--- src/rtl/okv_solver.sv ---
// Wolf/sheep/cabbage ferry sequencer: issues the seven fixed moves, waits SETTLE
// cycles after each strobe, then checks the observed bank state before continuing.
module okv_solver #(
    parameter int SETTLE = 1
) (
    input  logic       clk,
    input  logic       rst,
    input  logic       start,
    input  logic [3:0] state_in,
    output logic       wolf,
    output logic       sheep,
    output logic       cab,
    output logic       move,
    output logic [2:0] step,
    output logic       busy,
    output logic       done,
    output logic       err,
    output logic       unsafe
);

    typedef enum logic [2:0] {IDLE, ISSUE, WAIT, CHECK, DONE, ERR} state_t;

    state_t     st;
    logic [3:0] cnt;

    // {wolf, sheep, cab} carried on each move; 000 means the farmer crosses alone
    function automatic logic [2:0] cargo(input logic [2:0] s);
        case (s)
            3'd0, 3'd3, 3'd6: cargo = 3'b010;
            3'd2:             cargo = 3'b100;
            3'd4:             cargo = 3'b001;
            default:          cargo = 3'b000;
        endcase
    endfunction

    // bank state {farmer, wolf, sheep, cab} that must be observed after each move
    function automatic logic [3:0] expect_state(input logic [2:0] s);
        case (s)
            3'd0:    expect_state = 4'b1010;
            3'd1:    expect_state = 4'b0010;
            3'd2:    expect_state = 4'b1110;
            3'd3:    expect_state = 4'b0100;
            3'd4:    expect_state = 4'b1101;
            3'd5:    expect_state = 4'b0101;
            default: expect_state = 4'b1111;
        endcase
    endfunction

    always_ff @(posedge clk or negedge rst) begin
        if (!rst) begin
            st     <= IDLE;
            cnt    <= 4'd0;
            step   <= 3'd0;
            move   <= 1'b0;
            wolf   <= 1'b0;
            sheep  <= 1'b0;
            cab    <= 1'b0;
            busy   <= 1'b0;
            done   <= 1'b0;
            err    <= 1'b0;
            unsafe <= 1'b0;
        end else begin
            move               <= 1'b0;
            {wolf, sheep, cab} <= 3'b000;
            unsafe <= ((state_in[2] == state_in[1]) && (state_in[3] != state_in[1])) ||
                      ((state_in[1] == state_in[0]) && (state_in[3] != state_in[1]));
            case (st)
                IDLE: begin
                    if (start) begin
                        if (state_in == 4'b0000) begin
                            st                 <= ISSUE;
                            step               <= 3'd0;
                            busy               <= 1'b1;
                            move               <= 1'b1;
                            {wolf, sheep, cab} <= cargo(3'd0);
                        end else begin
                            st  <= ERR;
                            err <= 1'b1;
                        end
                    end
                end
                ISSUE: begin
                    st  <= WAIT;
                    cnt <= 4'(SETTLE - 1);
                end
                WAIT: begin
                    if (cnt == 4'd0) st <= CHECK;
                    else             cnt <= cnt - 4'd1;
                end
                CHECK: begin
                    if (state_in != expect_state(step)) begin
                        st   <= ERR;
                        busy <= 1'b0;
                        err  <= 1'b1;
                    end else if (step == 3'd6) begin
                        st   <= DONE;
                        busy <= 1'b0;
                        done <= 1'b1;
                    end else begin
                        st                 <= ISSUE;
                        step               <= step + 3'd1;
                        move               <= 1'b1;
                        {wolf, sheep, cab} <= cargo(step + 3'd1);
                    end
                end
                DONE, ERR: ;
                default: st <= IDLE;
            endcase
        end
    end

endmodule

--- config.mk ---
export PLATFORM = sky130hd
export DESIGN_NAME = okv_solver
export DESIGN_NICKNAME = d
export VERILOG_FILES = /design/src/rtl/okv_solver.sv
export SDC_FILE = /design/constraint.sdc
export NUM_CORES = 1
export LEC_CHECK = 0
export CAP_MARGIN = 20
export CORE_MARGIN = 2
export CORE_UTILIZATION = 52
export DETAILED_ROUTE_END_ITERATION = 12
export PLACE_DENSITY = 0.84
export SLEW_MARGIN = 20
export SYNTH_ARGS = -nofsm -noshare
export SYNTH_HDL_FRONTEND = slang
export SYNTH_SLANG_ARGS = --single-unit
export TNS_END_PERCENT = 20
--- constraint.sdc ---
create_clock -name clk -period 2.2 [get_ports clk]
set_clock_uncertainty 0.1 [all_clocks]
set_input_delay 0.33 -clock clk [delete_from_list [all_inputs] [get_ports clk]]
set_output_delay 0.33 -clock clk [all_outputs]
set_load 0.01 [all_outputs]
Word level (Yosys, flattened, before mapping)
Cells that the tools add are included.
{ "op_classes": {"add_sub_neg": 2, "n_eq_ne": 28, "n_mux": 39, "bitwise_logic": 2, "reduce_logical": 18} }
{ "op_table": {"columns": ["op", "count"], "rows": [
  ["$mux 3", 9],
  ["$pmux 4 s6", 1],
  ["$eq 3x3->1 const B", 7],
  ["$mux 1", 19],
  ["$eq 3x2->1 const B", 6],
  ["$ne 2x2->1 const B", 8],
  ["$pmux 3 s5", 1],
  ["$logic_not 3->1", 3],
  ["$pmux 3 s3", 1],
  ["$logic_not 4->1", 2],
  ["$mux 4", 2],
  ["$pmux 1 s2", 4],
  ["$pmux 4 s2", 1],
  ["$reduce_and 4->1", 2],
  ["$eq 3x1->1 const B", 2],
  ["$pmux 3 s2", 1],
  ["$reduce_and 3->1", 2],
  ["$reduce_and 5->1", 1],
  ["$ne 4x4->1", 1],
  ["$reduce_bool 2->1", 2],
  ["$sub 4x1->4 const B", 1],
  ["$add 3x1->3 const B", 1],
  ["$ne 3x3->1 const B", 1],
  ["$reduce_or 3->1", 1],
  ["other kinds (7)", 10]
]} }
{ "totals": {"reg_bits": 18, "input_bits": 7, "out_inout_bits": 11, "word_cells": 100} }

Logic depth before layout (Yosys ltp)
{ "depth": {"word_depth": 7, "depth_mapped": 8, "depth_no_buf": 7} }

Worst setup path after synthesis
OpenSTA, ideal clock, no wires.
{ "synth_timing": {"path_kind": "register to register", "start": "register step[0]", "end": "register st[0]", "setup_ps": 120, "arrival_time_ps": 1606, "required_ps": 1980, "path_slack_ps": 374, "stages_incl_launch_ff": 8, "path_buffers": 1, "synth_period_minus_slack_ps": 1826, "cell_sequence": "dfrtp_1 -> inv_1 -> ha_1 -> buf_4 -> o211ai_2 -> o311ai_4 -> nand4_1 -> a31o_1"} }
{ "synth_via": {"elab_chain_len": 6, "word_cells_on_any_way": 13, "classes_between": "eq/ne: 7; mux: 5; reduce/logical: 1"} }
{ "synth_lines": {"columns": ["element", "line_no", "source"], "rows": [
  ["start, declared", "14", "output logic [2:0] step,"],
  ["start signal, assigned", "101", "step <= step + 3'd1;"],
  ["$eq 3x3->1 (tied with other cells)", "38", "case (s)"],
  ["$pmux 4 s6", "38", null],
  ["$mux 4", "67", "case (st)"],
  ["$ne 4x4->1", "91", "if (state_in != expect_state(step)) begin"],
  ["$mux 3 (*)", "91", null],
  ["$pmux 3 s5 (*)", "67", null],
  ["end signal, assigned", "71", "st <= ISSUE;"],
  ["end signal, assigned", "92", "st <= ERR;"],
  ["end signal, assigned", "96", "st <= DONE;"],
  ["end, declared", "23", "state_t st;"]
]} }
Every way passes the cells marked *; elsewhere a longest branch is shown, timed or not. The select of a mux whose other input is x is not followed.
A chain may end at the register's enable or synchronous reset.

Worst setup path after layout
{ "layout_timing": {"start": "register step[0]", "end": "register step[0]"} }
{ "layout_via": {"elab_chain_len": 6, "word_cells_on_any_way": 17, "classes_between": "add/sub: 1; eq/ne: 9; mux: 5; reduce/logical: 2"} }
{ "layout_lines": {"columns": ["element", "line_no"], "rows": [
  ["$eq 3x3->1 (tied with other cells)", "38"],
  ["$pmux 4 s6", "38"],
  ["$mux 4", "67"],
  ["$ne 4x4->1", "91"],
  ["$ne 2x2->1 (no source line)", null],
  ["$reduce_and 5->1 (no source line)", null]
]} }
Parallel ways exist; a longest one is shown, timed or not. The select of a mux whose other input is x is not followed.

==> summary.txt <==
Synthesis
  – Synth Area in Adders: 8.90%
  – Mux contribution to synthesized area: 2.67%
  – Synth Area in Simple Gates: 19.7%
  – Syn nets: 134
  – Mean post-synth cell area: 9.45 um2
  – Sequential area share after synthesis: 40.0%
  – Share of the synthesized area in the top cell type: 40.0%
  – Post-synth EDFFs: 0
  – Area contributors post-synth: dfrtp_1 (40%), ha_1 (8.9%), inv_1 (4.3%)
  – Post-Syn Instances: 119
  – Mapped Area: 0.00112 mm2
  – FF+latch count, synth: 18
  – XOR/XNOR share of the synthesized area: 1.56%
  – Cell taking the most area after synthesis: dfrtp_1
  – Synth warn: 0
  – Synth Area in Compound Gates: 19.8%
  – Largest family of logic cells by synthesized area: compound AO/OA/AOI/OAI gates
  – Post-synthesis async set-or-reset flop share: 100%
  – Primary FF master, synth: dfrtp_1
  – Yosys cell types: 36

Timing
  – Unrepaired setup endpoints after global routing: false
  – Slew Limit Fails: 0
  – Final setup viols: 0
  – Final setup TNS: 0 ps
  – F_max: 0.511 GHz
  – Worst-Margin Slew: 603 ps
  – Slew HR: 59.8%
  – Final Hold Fails: 0
  – Post-route clock period utilization: 89.0%
  – Final hold slack: 262 ps
  – Fin crit period: 1960 ps
  – Final setup margin: 242 ps

Worst setup path
  – Reg2reg path depth: 6
  – Startpoint types: register
  – Setup CP Type: register to register
  – WP data required: 2300 ps
  – Worst r2r src: step[0]
  – Crit end category: register
  – Critical-path maximum fanout: 8
  – Arr. time, crit path: 2060 ps
  – Worst R2R Setup Slack: 240 ps
  – R2R Path End: step[0]

Final layout
  – Fill count: 163
  – Core Util, Final: 67.7%
  – Fraction of layout cells with a size suffix above 1: 13.6%
  – Design Area, Final: 0.00136 mm2
  – Syn-to-layout area delta: 20.5%
  – Fin nets: 157
  – ANT cells: 0

Clock tree
  – TritonCTS Buffers: 3
  – Root Driver: clkbuf_4
  – Skew-Pair Late Insertion Delay: 280 ps
  – CTS resizes: 0
  – Clk slew on worst S/H paths: 100 ps
  – Hold-fix buffers at CTS: 0
  – H-tree depth: 1
  – CTS tree: yes
  – Clock sinks: 18
  – Clock Path Buffers: 2
  – Post-CTS setup buffer count: 0

Global route
  – Total grt overflow: 0
  – Vias in the first global route: 945
  – First-pass GRT wire length: 3960 um
  – Largest net degree at the start of global routing: 19
  – Initial antenna violation count: 0
  – GR Util All Layers: 20.3%

Floorplan
  – Row count: 16
  – Die area: 0.00255 mm2
  – Initial Utilization: 56.2%
  – Core area: 0.00200 mm2
  – Die H: 50.5 um
  – Chip Width: 50.5 um
  – Boundary Pins: 18

Detailed routing
  – DR vias/cell: 5.46
  – Initial DRC count: 13
  – Total wire length: 2180 um
  – Via count: 912
  – Routed Antenna Nets: 0
  – DRC: 0
  – Drt pass-1 iters: 4
  – Routed len/inst: 13.1 um

Pwr
  – Pwr per Cell Area: 400 mW/mm2
  – Worst VDD drop: 0.000229 V
  – P_leak: 0.619 nW

Placement
  – Cell Area, Placed: 0.00133 mm2
  – Global placer's final weighted congestion: 0.776
  – Input/output buffers: 17
  – DP Worst Slack: 129 ps
  – Post-detail-place hpwl: 1740 um

Min path
  – Worst min path class: input port to asynchronous set/reset pin

Outcome
  – Outcome: finished clean

Flow run
  – MaxCap Viol Count: 0
==> state kept, by name, indices dropped and copies added, names as in the netlist <==
register / count
cnt: 4
st: 3
step: 3
busy: 1
cab: 1
done: 1
err: 1
move: 1
sheep: 1
unsafe: 1
wolf: 1
==> through the flow <==
stage | instances | total power [mW]
after CTS | 167 | 0.545
after global routing | 167 | 0.568
after floorplan | 119 | 0.361
after detailed placement | 164 | 0.392
after global placement | 164 | 0.390
final | 167 | 0.541
==> power breakdown <==
part	internal [mW]	switching (mW)	total (mW)	leakage (nW)
clock network	0.0635	0.0940	0.157	0.0138
logic	0.0228	0.0271	0.0498	0.371
registers	0.333	0.00165	0.334	0.235
total	0.419	0.123	0.541	0.619
==> cell families after synthesis <==
kind of cell	after synthesis
flops	18
mux	3
buf+inv	18
xor+xnor	2
simple gates	42
compound gates	28
fa+ha+maj	8
==> how the worst max path moves through the flow <==
| stage | startpoint | endpoint | slack (ps) | depth (start not counted) |
|---|---|---|---|---|
| floorplan | step[0] | st[0] | 370 | 7 |
| global placement | state_in[1] | step[0] | 200 | 6 |
| detailed placement | state_in[1] | step[0] | 130 | 6 |
| CTS | step[0] | step[0] | 230 | 6 |
| global route | step[0] | step[0] | 70 | 6 |
| finish | step[0] | step[0] | 240 | 6 |
==> Yosys cell counts, drive strengths merged, types with 3 or more instances <==
cell type	n
dfrtp	18
inv	15
nand2	13
nor2	10
ha	8
a21oi	7
nand3	6
a31oi	5
o21ai	5
nor2b	4
buf	3
mux2i	3
==> metal layers <==
layer  GRT usage (%)  up-vias  part of all wire [%]  routed length [um]
li1                -      457                     -                   -
met1            22.4      440                    41                 902
met2            39.5       15                    57                1230
met3            2.08        0                   2.0                  44
met4            7.66        0                     0                   0
met5               0        -                     0                   0
==> critical path, cell delays in order (launching register included) <==
cell,delay [ps]
dfrtp_1,390
inv_1,90
ha_1,350
o211ai_2,150
o311ai_4,340
nand3_2,240
mux2i_1,210
==> layout make-up <==
class / count / area [um2] / share of cell area, %
Multi-Input combinational cell: 83 / 592 / 43.7
Sequential cell: 18 / 450 / 33.2
Timing Repair Buffer: 21 / 200 / 14.8
Inverter: 15 / 56.3 / 4.16
Tap cell: 27 / 33.8 / 2.49
Clock buffer: 3 / 22.5 / 1.66
==> cell usage in the layout (no fill, tap or decap), types with 3 or more instances in the layout <==
master and n:
o21ai_0 3, clkdlybuf4s50_1 17, mux2i_1 3, a31oi_1 5, dfrtp_1 18, nor2b_1 3
nor2_1 10, nand3_1 5, inv_1 13, buf_4 4, clkbuf_4 3, ha_1 8
nand2_1 13, a21oi_1 7
Power figures use the tool's default switching activity.
